**config.mk**
```make
export PLATFORM = sky130hd
export DESIGN_NAME = keypad_digit_emitter
export DESIGN_NICKNAME = d
export VERILOG_FILES = /design/src/rtl/keypad_digit_emitter.sv
export SDC_FILE = /design/constraint.sdc
export NUM_CORES = 1
export LEC_CHECK = 0
export CORE_MARGIN = 2
export CORE_UTILIZATION = 58
export DETAILED_ROUTE_END_ITERATION = 10
export GPL_ROUTABILITY_DRIVEN = 0
export PLACE_DENSITY = 0.78
export SLEW_MARGIN = 20
export SYNTH_ARGS = -nofsm -noshare
export SYNTH_HDL_FRONTEND = slang
export SYNTH_SLANG_ARGS = --single-unit
```
**constraint.sdc**
```tcl
create_clock -name hwclk -period 3.5 [get_ports hwclk]
set_input_delay 1.05 -clock hwclk [delete_from_list [all_inputs] [get_ports hwclk]]
set_output_delay 1.05 -clock hwclk [all_outputs]
set_load 0.02 [all_outputs]
```
**src/rtl/keypad_digit_emitter.sv**
```systemverilog
// Binary-to-decimal digit streamer: converts a 32-bit value with iterative double-dabble
// and hands out the decimal digits most-significant first over a valid/ready handshake.
module keypad_digit_emitter #(
    parameter bit PAD_ZEROS = 1'b0
) (
    input  logic        hwclk,
    input  logic        reset,
    input  logic        start,
    input  logic [31:0] value,
    output logic        busy,
    output logic [7:0]  digit,
    output logic        digit_valid,
    input  logic        digit_ready,
    output logic        digit_last,
    output logic        done
);

    typedef enum logic [1:0] {
        S_IDLE,
        S_CONVERT,
        S_ALIGN,
        S_EMIT
    } state_t;

    localparam int NUM_DIGITS = 10;

    state_t      state_q, state_d;
    logic [39:0] bcd_q, bcd_d;
    logic [31:0] shreg_q, shreg_d;
    logic [4:0]  shift_cnt_q, shift_cnt_d;
    logic [3:0]  digit_cnt_q, digit_cnt_d;
    logic        done_q, done_d;

    logic [39:0] bcd_adj;
    logic        top_nibble_zero;
    logic        emit_accept;
    logic        emit_is_last;

    // Add-3 correction applied to every BCD nibble before each shift.
    genvar gi;
    generate
        for (gi = 0; gi < NUM_DIGITS; gi++) begin : g_adj
            assign bcd_adj[gi*4 +: 4] = (bcd_q[gi*4 +: 4] >= 4'd5)
                                        ? (bcd_q[gi*4 +: 4] + 4'd3)
                                        : bcd_q[gi*4 +: 4];
        end
    endgenerate

    assign top_nibble_zero = (bcd_q[39:36] == 4'd0);
    assign emit_accept     = (state_q == S_EMIT) && digit_ready;
    assign emit_is_last    = (digit_cnt_q == 4'd1);

    always_ff @(posedge hwclk or posedge reset) begin
        if (reset) begin
            state_q     <= S_IDLE;
            bcd_q       <= '0;
            shreg_q     <= '0;
            shift_cnt_q <= '0;
            digit_cnt_q <= '0;
            done_q      <= 1'b0;
        end else begin
            state_q     <= state_d;
            bcd_q       <= bcd_d;
            shreg_q     <= shreg_d;
            shift_cnt_q <= shift_cnt_d;
            digit_cnt_q <= digit_cnt_d;
            done_q      <= done_d;
        end
    end

    always_comb begin
        state_d     = state_q;
        bcd_d       = bcd_q;
        shreg_d     = shreg_q;
        shift_cnt_d = shift_cnt_q;
        digit_cnt_d = digit_cnt_q;
        done_d      = 1'b0;

        case (state_q)
            S_IDLE: begin
                if (start) begin
                    shreg_d     = value;
                    bcd_d       = '0;
                    shift_cnt_d = '0;
                    digit_cnt_d = 4'(NUM_DIGITS);
                    state_d     = S_CONVERT;
                end
            end

            S_CONVERT: begin
                {bcd_d, shreg_d} = {bcd_adj, shreg_q} << 1;
                shift_cnt_d      = shift_cnt_q + 5'd1;
                if (shift_cnt_q == 5'd31) begin
                    state_d = S_ALIGN;
                end
            end

            S_ALIGN: begin
                // Strip leading zeros one nibble per cycle, but always keep one digit.
                if (!PAD_ZEROS && top_nibble_zero && (digit_cnt_q > 4'd1)) begin
                    bcd_d       = {bcd_q[35:0], 4'd0};
                    digit_cnt_d = digit_cnt_q - 4'd1;
                end else begin
                    state_d = S_EMIT;
                end
            end

            S_EMIT: begin
                if (emit_accept) begin
                    bcd_d       = {bcd_q[35:0], 4'd0};
                    digit_cnt_d = digit_cnt_q - 4'd1;
                    if (emit_is_last) begin
                        state_d = S_IDLE;
                        done_d  = 1'b1;
                    end
                end
            end

            default: begin
                state_d = S_IDLE;
            end
        endcase
    end

    assign busy        = (state_q != S_IDLE);
    assign digit_valid = (state_q == S_EMIT);
    assign digit_last  = (state_q == S_EMIT) && emit_is_last;
    assign digit       = {4'd0, bcd_q[39:36]};
    assign done        = done_q;

endmodule

```
; Word-level counts from Yosys, hierarchy flattened
; Cells that the tools add are included.
[classes]
muxes = 31
multipliers = 0
n_lt_le_gt_ge = 11
bitwise_logic = 0
add_sub_neg = 12
div_mod_pow = 0
shift = 0
eq_ne = 11
n_reduce_logical = 12
[op_table]
columns = operator, count
row1 = 40-bit case mux with 4 select lines, 1
row2 = 40-bit 2-to-1 mux, 3
row3 = 32-bit case mux with 2 select lines, 1
row4 = 4-bit 2-to-1 mux, 12
row5 = "4-bit by 3-bit greater-or-equal comparator with 1-bit output, second input constant", 10
row6 = "4-bit by 2-bit adder with 4-bit output, second input constant", 9
row7 = 32-bit 2-to-1 mux, 1
row8 = 4-bit case mux with 3 select lines, 1
row9 = 2-bit 2-to-1 mux, 5
row10 = 5-bit case mux with 2 select lines, 1
row11 = "2-bit != test, second input constant", 4
row12 = 2-bit case mux with 4 select lines, 1
row13 = "5-bit by 1-bit adder with 5-bit output, second input constant", 1
row14 = "5-bit == test, second input constant", 1
row15 = 5-bit 2-to-1 mux, 1
row16 = 5-bit AND reduction, 1
row17 = "2-bit == test, second input constant", 2
row18 = "4-bit by 1-bit == test with 1-bit output, second input constant", 1
row19 = "4-bit by 1-bit greater-than comparator with 1-bit output, second input constant", 1
row20 = 4-bit logical NOT, 1
row21 = "2-bit by 1-bit != test with 1-bit output, second input constant", 2
row22 = 4-bit AND reduction, 1
row23 = 2-bit nonzero test, 2
row24 = "4-bit by 1-bit subtractor with 4-bit output, second input constant", 1
row25 = 9 further kinds, 13
[word_totals]
romBits = 0
mem_count = 0
latchBits = 0
out_inout_bits = 12
word_cells = 83
register_bits = 84
ram_bits = 0
in_bits = 36

; Logic depth before layout (Yosys ltp)
[depth]
word_depth = 4
ltp_mapped = 9
ltp_nobuf = 7

; Worst setup path after synthesis
; Ideal clock, no wire load.
[synth_timing]
path_type = register to output
start = register state_q[1]
end = output port digit_last
path_stages_with_launch = 4
setup_slack_ps = 1298
arrival_time_ps = 1152
n_path_buf = 0
t_required_ps = 2450
path_cell_list = dfrtp_1 ha_1 inv_1 nor2_1
[synth_between]
elab_chain_len = 2
[synth_lines]
columns = element, line_no
row1 = start: declaration, 27  ; state_t state_q, state_d;
row2 = start signal: assignment, 62  ; state_q <= state_d;
row3 = 2-bit == test, --
row4 = named net digit_valid, 12  ; output logic digit_valid,
row5 = 1-bit logical AND, 127  ; assign digit_last = (state_q == S_EMIT) && emit_is_last;
row6 = end: declaration, 14  ; output logic digit_last,
; The timed path passes the listed nets, and every way through them passes these cells.

; Worst setup path after layout
[layout_timing]
start = register state_q[0]
end = output port digit_last
[layout_between]
elab_chain_len = 2
[layout_lines]
columns = element, line_no
row1 = 2-bit == test, 127
row2 = 1-bit logical AND, 127
; No other way between the ends.

==> flow_summary_export.csv <==
group,metric,value,unit
run,max_cap_violations,0,
die,initial_utilization,60.2,%
global_routing,grt.total_usage,22.4,%
finish,final_nets,635,
placement,io_buffer_count,43,
global_routing,grt_max_degree,69,
route,vias,3904,
timing,period_minus_slack,2.93,ns
die,dieArea,9370,sq um
outcome,status,"finished clean",
timing,fin_tns_setup,0,ns
setup_path,r2r_start,"state_q[0]",
setup_path,cp.required,2.45,ns
setup_path,cp-start-kind,"flop",
clock_network,clkTransAtPathRegs,0.10,ns
finish,final_cell_mix,"nand2_1, dfrtp_1, o21ai_0, clkdlybuf4s50_1, mux2i_1",
clock_network,postCtsSetupBuffers,0,
placement,hpwl,6.96,mm
setup_path,worstSetupEndpointType,"primary output",
global_routing,use_met1,30.3,%
route,firstDrtPassIters,5,
clock_network,cts_num_sinks,84,
global_routing,grt_pass1_vias,3777,
route,avgViaCountPerCell,5.73,
global_routing,gr-total-overflow,0,
die,die_y,96.8,um
route,drt-initial-drc-count,180,
route,wirelength,10.2,mm
setup_path,slowest_stage,"clkdlybuf4s50_1",
route,drc,0,
die,core,8300,sq um
setup_path,crit_chain,"ha_1 -> inv_1 -> nor2_1 -> clkdlybuf4s50_1",
setup_path,cp_max_fo,4,
timing,relSlewSlack,54.6,%
placement,place_ws,0.551,ns
timing,finalClockSkew,0.0155,ns
timing,slew_violations,0,
setup_path,arrival,1.88,ns
global_routing,use_met2,37.0,%
logic_synthesis,ys_ff_latch,84,
hold_path,hold_class,"flop to flop",
hold_path,hold_path_depth,2,
setup_path,timing.rr.end,"bcd_q[38]",
pwr,ir_worst_vdd,0.586,mV
timing,final-setup-viol-count,0,
timing,max_freq,341,MHz
logic_synthesis,syn-cell-area,4990,sq um
logic_synthesis,yosys_warnings,0,
clock_network,numCtsBuffers,9,
finish,syn2layout_area_growth,12.5,%
clock_network,clockBufferDepth,2,
setup_path,reg2reg_slack,1.30,ns
logic_synthesis,async_flop_share,100,%
clock_network,clk_root_buffer_cell,"clkbuf_8",
timing,finalHoldViolCount,0,
logic_synthesis,ys.flop_type,"dfrtp_1",
die,io_pins,48,
timing,finalCritPeriodShare,83.8,%
logic_synthesis,synthCells,542,
finish,final_common_cell,"nand2_1",
route,wl_per_cell,15.0,um
route,postRouteAntennaNets,0,
setup_path,cp.buffers_inverters,2,
finish,antenna_cells,0,
timing,rsz0062_at_grt,"false",
clock_network,cts_hold_buf,0,
logic_synthesis,seq_area_frac_synth,42.1,%
setup_path,crit_path_max_incr_delay,0.62,ns
clock_network,clkLatencyLatePin,0.35,ns
logic_synthesis,yosysUniqueCellTypes,39,
die,dieWidth,96.8,um
global_routing,grt_busiest_layer,"met2",
clock_network,cts_resized,0,
setup_path,ff2ff_path_depth,7,
logic_synthesis,postSynthAreaPerCell,9.22,sq um
hold_path,holdPathEnd,"shreg_q[0]",
global_routing,use_met3,3.32,%
die,num_rows,33,
clock_network,htreeDepth,3,
pwr,powerDensity,1020,nW/um^2
pwr,total_leakage_power,0.00245,uW
logic_synthesis,synth_edf_count,0,
timing,tightest_slew,0.680,ns
timing,fin_ws,0.566,ns
finish,drive_gt1_share,7.64,%
setup_path,path_class,"flop to primary output",
hold_path,hold_path_startpoint,"shreg_q[0]",
global_routing,grt_pass1_wl,17.6,mm
global_routing,antenna_found_initial,0,
setup_path,crit_family,"buffers and inverters",
clock_network,cts_tree,"built",
==> state kept, by name, summed over array words and instances, names as in the netlist <==
signal and cells:
done 1, state_q 2, digit_cnt_q 4, shift_cnt_q 5
shreg_q 32, bcd_q 40
==> cell usage after synthesis, drive strengths merged (2+ instances only) <==
cell type / number / area [sq um]
and3: 2 / 12.5
clkbuf: 8 / 30.0
o31ai: 10 / 75.1
a221oi: 19 / 223
a32o: 4 / 40.0
o21ai: 65 / 329
inv: 30 / 113
a22o: 2 / 17.5
a31oi: 20 / 125
nand3: 4 / 20.0
nand2: 86 / 323
buf: 29 / 205
mux2i: 33 / 330
ha: 28 / 350
nand2b: 22 / 145
dfrtp: 84 / 2100
a21oi: 31 / 166
nor3: 12 / 60.1
a22oi: 8 / 60.1
nor2: 25 / 96.4
xnor2: 10 / 87.6
==> per-layer routing <==
layer  wire length, um  part of all wire, %  vias to the layer above
met1              4670                   46                     1863
met2              5020                   49                       70
met5                 0                    0                        -
met4               140                  1.4                        0
met3               390                  3.8                       12
li1                  -                    -                     1959
==> layout make-up <==
class | count | area (sq um)
inverter | 30 | 114
multi-input combinational | 394 | 2560
clock inverter | 6 | 48.8
timing repair buffer | 52 | 523
fill | 658 | 2680
clock buffer | 10 | 138
tap | 105 | 131
sequential | 84 | 2100
==> worst register-to-register path, delay by kind of cell, from the launching register on <==
family          cells  cell delay, ns
buf+inv             3            0.66
compound gates      2            0.30
flops               1            0.40
simple gates        1            0.57
fa+ha+maj           1            0.21
==> through the flow <==
stage | utilization (%) | instance area (sq um) | total power, uW | hold slack (ns) | cells
global placement | 65.5 | 5430 | 4890 | 0.460 | 665
finish | 67.7 | 5620 | 5720 | 0.488 | 681
detailed placement | 65.5 | 5430 | 5060 | 0.470 | 665
floorplan | - | 5010 | 4430 | 0.437 | 545
CTS | 67.7 | 5620 | 5730 | 0.491 | 681
global route | 67.7 | 5620 | 6250 | 0.506 | 681
==> logic make-up after synthesis <==
logic type,after synthesis,share of synthesized area [%]
muxes,34,6.84
xor gates and xnor gates,10,1.75
other,1,0.0751
AOI/OAI and AO/OA,163,21.6
buffers and inverters,67,6.96
DFF,84,42.1
adders and majority gates,28,7.01
and+or+nand+nor,155,13.7
==> report_power, final <==
part,switching [uW],internal (uW),total [uW]
clock,367,282,649
combinational,1910,1300,3210
sequential,431,1430,1860
==> how the worst max path moves through the flow <==
stage	slack, ns	cells after the start	endpoint	startpoint
2_1_floorplan	0.28	1	bcd_q[0]	reset
3_3_place_gp	0.65	7	digit_cnt_q[0]	start
3_5_place_dp	0.55	7	bcd_q[24]	start
4_1_cts	0.54	4	digit_last	state_q[1]
5_1_grt	0.45	5	digit_last	digit_cnt_q[1]
6_report	0.57	4	digit_last	state_q[0]
Note: power is estimated with default switching activity, not from simulation.
